$ cat src/rtl/pulse_stretch_mc_pkg.sv
// Shared constants for the multi-channel pulse stretcher: default counter
// width and the longest stretch that width can express.
package pulse_stretch_pkg;

  localparam int DEF_LEN_W = 8;

  localparam logic [DEF_LEN_W-1:0] MAX_LEN = DEF_LEN_W'(2**DEF_LEN_W-1);

endpackage

$ cat src/rtl/pulse_stretch_mc_if.sv
// Trigger/length/result bundle between an event source and the stretcher.
// The source drives ena/in/len; the stretcher returns out/done/miss.
interface pulse_stretch_mc_if
  import pulse_stretch_pkg::*;
#(
  parameter int CH    = 8,
  parameter int LEN_W = DEF_LEN_W
);

  logic                ena;
  logic [CH-1:0]       in;
  logic [CH*LEN_W-1:0] len;
  logic [CH-1:0]       out;
  logic [CH-1:0]       done;
  logic [CH-1:0]       miss;

  modport master (
    output ena, in, len,
    input  out, done, miss
  );

  modport slave (
    input  ena, in, len,
    output out, done, miss
  );

endinterface

$ cat src/rtl/pulse_stretch_mc_ch.sv
// One stretcher channel: edge history, down-counter and registered
// out/done/miss flags. Length is captured only when a trigger is accepted.
module pulse_stretch_ch
  import pulse_stretch_pkg::*;
#(
  parameter int LEN_W     = DEF_LEN_W,
  parameter int RETRIG    = 1,
  parameter int EDGE_MODE = 1
) (
  input  logic             clk,
  input  logic             rst,
  input  logic             ena_i,
  input  logic             in_i,
  input  logic [LEN_W-1:0] len_i,
  output logic             out_o,
  output logic             done_o,
  output logic             miss_o
);

  localparam logic [LEN_W-1:0] ONE = LEN_W'(1);

  logic             inPrev_q;
  logic [LEN_W-1:0] cnt_q, cnt_d;
  logic             out_q, out_d;
  logic             done_q, done_d;
  logic             miss_q, miss_d;
  logic             trig, busy, accept;

  // A trigger in the final cycle (cnt == 1) is always taken so back-to-back
  // stretches join without a gap; only cnt > 1 counts as busy.
  always_comb begin
    trig   = ena_i & ((EDGE_MODE != 0) ? (in_i & ~inPrev_q) : in_i);
    busy   = (cnt_q > ONE);
    accept = trig & ((RETRIG != 0) | ~busy);

    cnt_d = cnt_q;
    if (accept) begin
      cnt_d = len_i;
    end else if (cnt_q != '0) begin
      cnt_d = cnt_q - ONE;
    end

    out_d  = (cnt_d != '0);
    done_d = ~accept & (cnt_q == ONE);
    miss_d = trig & ~accept;
  end

  always_ff @(posedge clk) begin
    if (rst) begin
      inPrev_q <= 1'b0;
      cnt_q    <= '0;
      out_q    <= 1'b0;
      done_q   <= 1'b0;
      miss_q   <= 1'b0;
    end else begin
      inPrev_q <= in_i;
      cnt_q    <= cnt_d;
      out_q    <= out_d;
      done_q   <= done_d;
      miss_q   <= miss_d;
    end
  end

  assign out_o  = out_q;
  assign done_o = done_q;
  assign miss_o = miss_q;

endmodule

$ cat src/rtl/pulse_stretch_mc.sv
// Multi-channel pulse stretcher: CH independent channels, each with its own
// runtime length slice and a shared retrigger policy and trigger mode.
module pulse_stretch_mc
  import pulse_stretch_pkg::*;
#(
  parameter int CH        = 8,
  parameter int LEN_W     = DEF_LEN_W,
  parameter int RETRIG    = 1,
  parameter int EDGE_MODE = 1
) (
  input  logic               clk,
  input  logic               rst,
  pulse_stretch_mc_if.slave  ps
);

  logic [CH-1:0] outVec;
  logic [CH-1:0] doneVec;
  logic [CH-1:0] missVec;

  for (genvar g = 0; g < CH; g++) begin : gCh
    pulse_stretch_ch #(
      .LEN_W     (LEN_W),
      .RETRIG    (RETRIG),
      .EDGE_MODE (EDGE_MODE)
    ) uCh (
      .clk    (clk),
      .rst    (rst),
      .ena_i  (ps.ena),
      .in_i   (ps.in[g]),
      .len_i  (ps.len[g*LEN_W +: LEN_W]),
      .out_o  (outVec[g]),
      .done_o (doneVec[g]),
      .miss_o (missVec[g])
    );
  end

  assign ps.out  = outVec;
  assign ps.done = doneVec;
  assign ps.miss = missVec;

endmodule

$ cat src/flat_wrapper.sv
// flat-port wrapper written by rule: the top's interface ports become plain ports
module pulse_stretch_mc_flat import pulse_stretch_pkg::*;
#(
  parameter int CH        = 8,
  parameter int LEN_W     = DEF_LEN_W,
  parameter int RETRIG    = 1,
  parameter int EDGE_MODE = 1
)
  (clk, rst, ps_ena, ps_in, ps_len, ps_out, ps_done, ps_miss);
  pulse_stretch_mc_if #(.CH(CH), .LEN_W(LEN_W)) ps_i ();
  input  logic clk;
  input  logic rst;
  input wire logic [$bits(ps_i.ena)-1:0] ps_ena;
  input wire logic [$bits(ps_i.in)-1:0] ps_in;
  input wire logic [$bits(ps_i.len)-1:0] ps_len;
  output wire logic [$bits(ps_i.out)-1:0] ps_out;
  output wire logic [$bits(ps_i.done)-1:0] ps_done;
  output wire logic [$bits(ps_i.miss)-1:0] ps_miss;
  assign ps_i.ena = ps_ena;
  assign ps_i.in = ps_in;
  assign ps_i.len = ps_len;
  assign ps_out = ps_i.out;
  assign ps_done = ps_i.done;
  assign ps_miss = ps_i.miss;
  pulse_stretch_mc #(.CH(CH), .LEN_W(LEN_W), .RETRIG(RETRIG), .EDGE_MODE(EDGE_MODE)) u_core (.clk(clk), .rst(rst), .ps(ps_i));
endmodule
$ cat config.mk
export PLATFORM = sky130hd
export DESIGN_NAME = pulse_stretch_mc_flat
export DESIGN_NICKNAME = d
export VERILOG_FILES = /design/src/rtl/pulse_stretch_mc_pkg.sv /design/src/rtl/pulse_stretch_mc_if.sv /design/src/rtl/pulse_stretch_mc_ch.sv /design/src/rtl/pulse_stretch_mc.sv /design/src/flat_wrapper.sv
export SDC_FILE = /design/constraint.sdc
export NUM_CORES = 1
export LEC_CHECK = 0
export BUFFER_PORTS_ARGS = -buffer_cell sky130_fd_sc_hd__clkbuf_2
export CORE_ASPECT_RATIO = 1.5
export CORE_MARGIN = 8
export CORE_UTILIZATION = 45
export DETAILED_ROUTE_END_ITERATION = 12
export GPL_ROUTABILITY_DRIVEN = 0
export PLACE_DENSITY = 0.67
export SLEW_MARGIN = 40
export SYNTH_ARGS = -nofsm -noshare
export SYNTH_HDL_FRONTEND = slang
export SYNTH_SLANG_ARGS = --single-unit
$ cat constraint.sdc
create_clock -name clk -period 4.2 [get_ports clk]
set_input_delay 0.84 -clock clk [delete_from_list [all_inputs] [get_ports clk]]
set_output_delay 0.84 -clock clk [all_outputs]
set_load 0.02 [all_outputs]
## After elaboration in Yosys (flattened, before gate mapping)

Cells that the tools add are included.

| word-level totals | value |
|---|---|
| input bits | 75 |
| logic and storage cells | 120 |
| output and inout bits | 24 |
| bits in registers | 88 |

| cells by class | value |
|---|---|
| bitwise logic cells | 40 |
| $add $sub $neg | 8 |
| equality and inequality tests | 8 |
| reductions and logical operators | 16 |
| muxes and demuxes | 16 |

Operators with widths:

| cell | number |
|---|---|
| 8-bit two-way mux | 16 |
| 8-bit nonzero test | 16 |
| 8-bit by 1-bit == test with 1-bit output (second input constant) | 8 |
| 8-bit by 1-bit subtractor with 8-bit output (second input constant) | 8 |
| 1-bit bitwise AND | 24 |
| 1-bit NOT | 16 |

## Logic depth before layout (Yosys ltp)

| logic depth | value |
|---|---|
| depth in word-level cells | 5 |
| depth in mapped cells | 8 |
| mapped depth without buffers | 7 |

## Hierarchy

From an unflattened synthesis, not the netlist that was laid out.

| unflattened totals | value |
|---|---|
| cell total of the unflattened synthesis | 625 |
| area, all modules | 5263.8 µm² |

By module, submodules not included:

| module | cells each | sequential area each (µm²) | times used | area an instance (µm²) |
|---|---|---|---|---|
| pulse_stretch_ch at u_core.gCh[2].uCh ... | 78 | 220.2 | 5 | 653.1 |
| pulse_stretch_ch at u_core.gCh[1].uCh ... | 78 | 220.2 | 2 | 656.9 |
| pulse_stretch_ch at u_core.gCh[0].uCh | 79 | 220.2 | 1 | 684.4 |

## Least setup slack after synthesis

Ideal clock, no wire load.

| path | value |
|---|---|
| kind | input port to flip-flop |
| from | input port ps_ena |
| to | register u_core.gCh[7].uCh.out_q |
| stages on the path | 6 |
| arrival time | 1948 ps |
| setup time | 140 ps |
| buffers on the path | 1 |
| setup slack | 2112 ps |
| required time | 4060 ps |
| cell sequence | and3b_1 clkbuf_1 nor4_1 nor3_1 nor4_1 a41oi_1 |

| on the way | value |
|---|---|
| cells in the longest elaborated chain, start to end | 3 |

RTL lines:

| item | line | text |
|---|---|---|
| from (decl) | flat_wrapper.sv:13 | `input wire logic [$bits(ps_i.ena)-1:0] ps_ena;` |
| 1-bit bitwise AND | pulse_stretch_mc_ch.sv:32 | `trig = ena_i & ((EDGE_MODE != 0) ? (in_i & ~inPrev_q) : in_i);` |
| 8-bit two-way mux | pulse_stretch_mc_ch.sv:37 | `if (accept) begin` |
| 8-bit nonzero test | pulse_stretch_mc_ch.sv:43 | `out_d = (cnt_d != '0);` |
| to (signal assigned) | pulse_stretch_mc_ch.sv:58 | `out_q <= out_d;` |
| to (decl) | pulse_stretch_mc_ch.sv:24 | `logic out_q, out_d;` |

Every way passes these cells.
A chain may end at the register's enable or synchronous reset.

## Final worst setup path

Ends and elaborated chain as after synthesis.

==> results_dict.tcl <==
set metrics [dict create \
    status "complete, no violations" \
    rsz0062_at_grt "no" \
    synth_edf_count 0 \
    detail_route.vias_per_cell 5.64 \
    insertion_delay_ps 340 \
    hold_class "reg2reg" \
    finalSetupViolations 0 \
    grt_pass1_wl_microns 21700 \
    worstHoldStart "u_core.gCh[3].uCh.cnt_q[7]" \
    dr.pass1.iters 4 \
    critPathMaxFanout 17 \
    rows 48 \
    grt-ovfl-total 0 \
    power_mw 4.71 \
    slew_headroom 0.490 \
    grt_start_max_net_pins 57 \
    p_int_mw 2.68 \
    switching_share 0.431 \
    place_area_sq_um 5650 \
    numCtsBuffers 9 \
    worst_hold_slack_ps 586 \
    netlist-cell-type-count 66 \
    cpPeakStageDelay_ps 420 \
    finalClockSkew_ps 5.58 \
    power_density_nw_per_um2 800 \
    fin_crit_sh 0.547 \
    die_x_microns 104 \
    cts_buffer_depth 2 \
    pwr-share-comb 0.542 \
    track_usage 0.168 \
    cp_top_family "simple AND/OR/NAND/NOR gates" \
    ioPinCount 99 \
    final_area_sq_um 5900 \
    cts.sinks 88 \
    htree_num_levels 3 \
    drt_iter0_drc 162 \
    cts-resized-gates 0 \
    fin_ws_ps 1900 \
    io_buffers 90 \
    crit_path_start "ps_ena" \
    slew_viol_final 0 \
    start_util 0.459 \
    ys_seq_area_frac 0.335 \
    antenna_found_initial 0 \
    stdcell_count 849 \
    syn_inst 638 \
    maxCapViolations 0 \
    postRouteAntennaNets 0 \
    power_frac_seq 0.312 \
    critPathSlowestCell "nor4_1" \
    grtUsageMet3 0.0446 \
    drc_errors 0 \
    worstPathRequired_ps 4400 \
    num_vias 4786 \
    met2_usage 0.299 \
    grt.busiest_layer "met2" \
    p_switching_mw 2.03 \
    hold_buffers 0 \
    syn_avg_cell_area_sq_um 8.24 \
    p_clk_frac 0.145 \
    worstSetupPathType "in2reg" \
    fin_util 0.514 \
    cts_tree "done" \
    yosys-top-cells-area "dfxtp_1 33%, nor2_1 6.0%, ha_1 5.7%" \
    drt_wl_total_microns 13000 \
    fmax_ghz 0.436 \
    syn_to_final_growth_pct 12.1 \
    path_cells "clkbuf_2 -> and3b_1 -> nor4_1 -> a311oi_1 -> nor4_1 -> a41oi_1" \
    tightest_slew_ps 759 \
    dp_hpwl_microns 10000 \
    synth_flop_cell "dfxtp_1" \
    n_fill_cell 1151 \
    r2r_start "u_core.gCh[7].uCh.cnt_q[0]" \
    yosys_warnings 0 \
    core_area_sq_um 11500 \
    holdPathStages 2 \
    ys_async_sr_fraction 0 \
    root_buffer "clkbuf_16" \
    clk_pin_slew_worst_paths_ps 60 \
    end_kind "register" \
    place_inst 836 \
    vdd_drop_max_mv 0.282 \
    synth.top_cell.area_share 0.335 \
    cp_num_buf_inv 1 \
    period_needed_ps 2300 \
    critPathMostFrequentCell "nor4_1" \
    critPathLaunchType "input pin" \
    final_layout_size_suffix_gt1_frac 0.169 \
    finalNetCount 796 \
    use_met1 0.178 \
    cp.depth 6 \
    grt_pass1_vias 4814 \
    diodes 0 \
    reg2regPathDepth 7 \
    crit_arrival_ps 2490 \
    synth_area_leader_cell "dfxtp_1" \
    wl_per_cell_microns 15.3 \
    cts_setup_buffers 0 \
    finalHoldViolations 0 \
    p_leak_nw 2.58 \
    netlist_area_sq_um 5260 \
    place_ws_ps 1610 \
    dieHeight_microns 148 \
    setup_tns_ps 0 \
    synth-seq-cells 88 \
    die-area_sq_um 15500 \
]
[kinds of logic after synthesis]
group	after synthesis	synth area share
AOI/OAI and AO/OA	124	0.164
xor gates and xnor gates	37	0.0616
adders and majority gates	24	0.0571
buffers and inverters	72	0.0699
DFF	88	0.335
muxes	11	0.0216
other	1	0.000713
and+or+nand+nor	281	0.290
[tightest hold or removal path: stages (launching register included)]
cell and delay, ps:
dfxtp_1 370, or4b_2 140, nor3_1 30
[power by group through the flow]
stage	logic, mW	clock network [mW]	registers (mW)
floorplan	2.13	0	1.38
global placement	2.49	0	1.47
detailed placement	2.55	0	1.48
CTS	2.56	0.710	1.47
global route	2.88	0.746	1.52
finish	2.56	0.685	1.47
[sequential cells by signal, summed over array words and instances (netlist names)]
register and cells:
u_core.gCh.uCh.out_o 8, u_core.gCh.uCh.cnt_q 64, u_core.gCh.uCh.inPrev_q 8, u_core.gCh.uCh.done_o 8
[cell type report]
class | count | area, sq um | share of cell area
Multi-Input combinational cell | 485 | 3160 | 0.535
Clock buffer | 11 | 233 | 0.0395
Inverter | 21 | 78.8 | 0.0134
Tap cell | 150 | 188 | 0.0318
Timing Repair Buffer | 92 | 468 | 0.0794
Sequential cell | 88 | 1760 | 0.299
Clock inverter | 2 | 10.0 | 0.00170
[cell usage after synthesis (3+ instances only)]
cell       n
o211ai_1   4
a221oi_1   5
nor4_1    15
nor3b_1    4
a31oi_1    8
a211o_1    3
and2_1     5
and3b_1    8
clkbuf_1  26
mux2i_1    8
o21ai_0    7
dfxtp_1   88
nor2_1    84
a22oi_1   16
o31ai_1   10
inv_1     21
nand2b_1   5
a41oi_1    7
a211oi_1   4
nand3b_1   9
nand4_1    3
ha_1      24
or3_1      6
and3_1     8
a21oi_1   33
or4_4      3
nor2b_1   18
nand3_1   18
buf_4     24
nor4b_1    6
nor3_1    21
and4b_1    4
xnor2_1   24
o21ai_1    3
xor2_1    13
or4_1      9
nand2_1   43
nor4_2     3
[metal layers]
metal	part of all wire	up-vias
met2	0.52	133
li1	-	2389
met3	0.046	24
met4	0.023	0
met5	0	-
met1	0.41	2240
[worst paths after layout]
kind	end	slack [ps]
max	u_core.gCh[7].uCh.out_o	1900
min	u_core.gCh[3].uCh.done_o	590
max reg2reg	u_core.gCh[7].uCh.out_o	1950
min reg2reg	u_core.gCh[3].uCh.done_o	590
[cell usage in the layout (no fill, tap or decap), types with 6 or more instances in the layout]
cell type,netlist,final
nand2_1,43,43
nor3_1,21,21
mux2i_1,8,8
xor2_1,13,13
a41oi_1,7,7
nor2_1,84,84
and3b_1,8,8
clkbuf_2,0,89
a22oi_1,16,16
inv_1,21,21
dfxtp_1,88,88
nor2b_1,18,18
xnor2_1,24,24
nor4b_1,6,6
clkbuf_16,0,9
and3_1,8,8
or4_1,9,9
o21ai_0,7,7
conb_1,1,8
or3_1,6,6
a21oi_1,33,33
ha_1,24,24
a31oi_1,8,8
o31ai_1,10,10
nand3b_1,9,9
nor4_1,15,15
nand3_1,18,18
(Power assumes the default switching activity.)
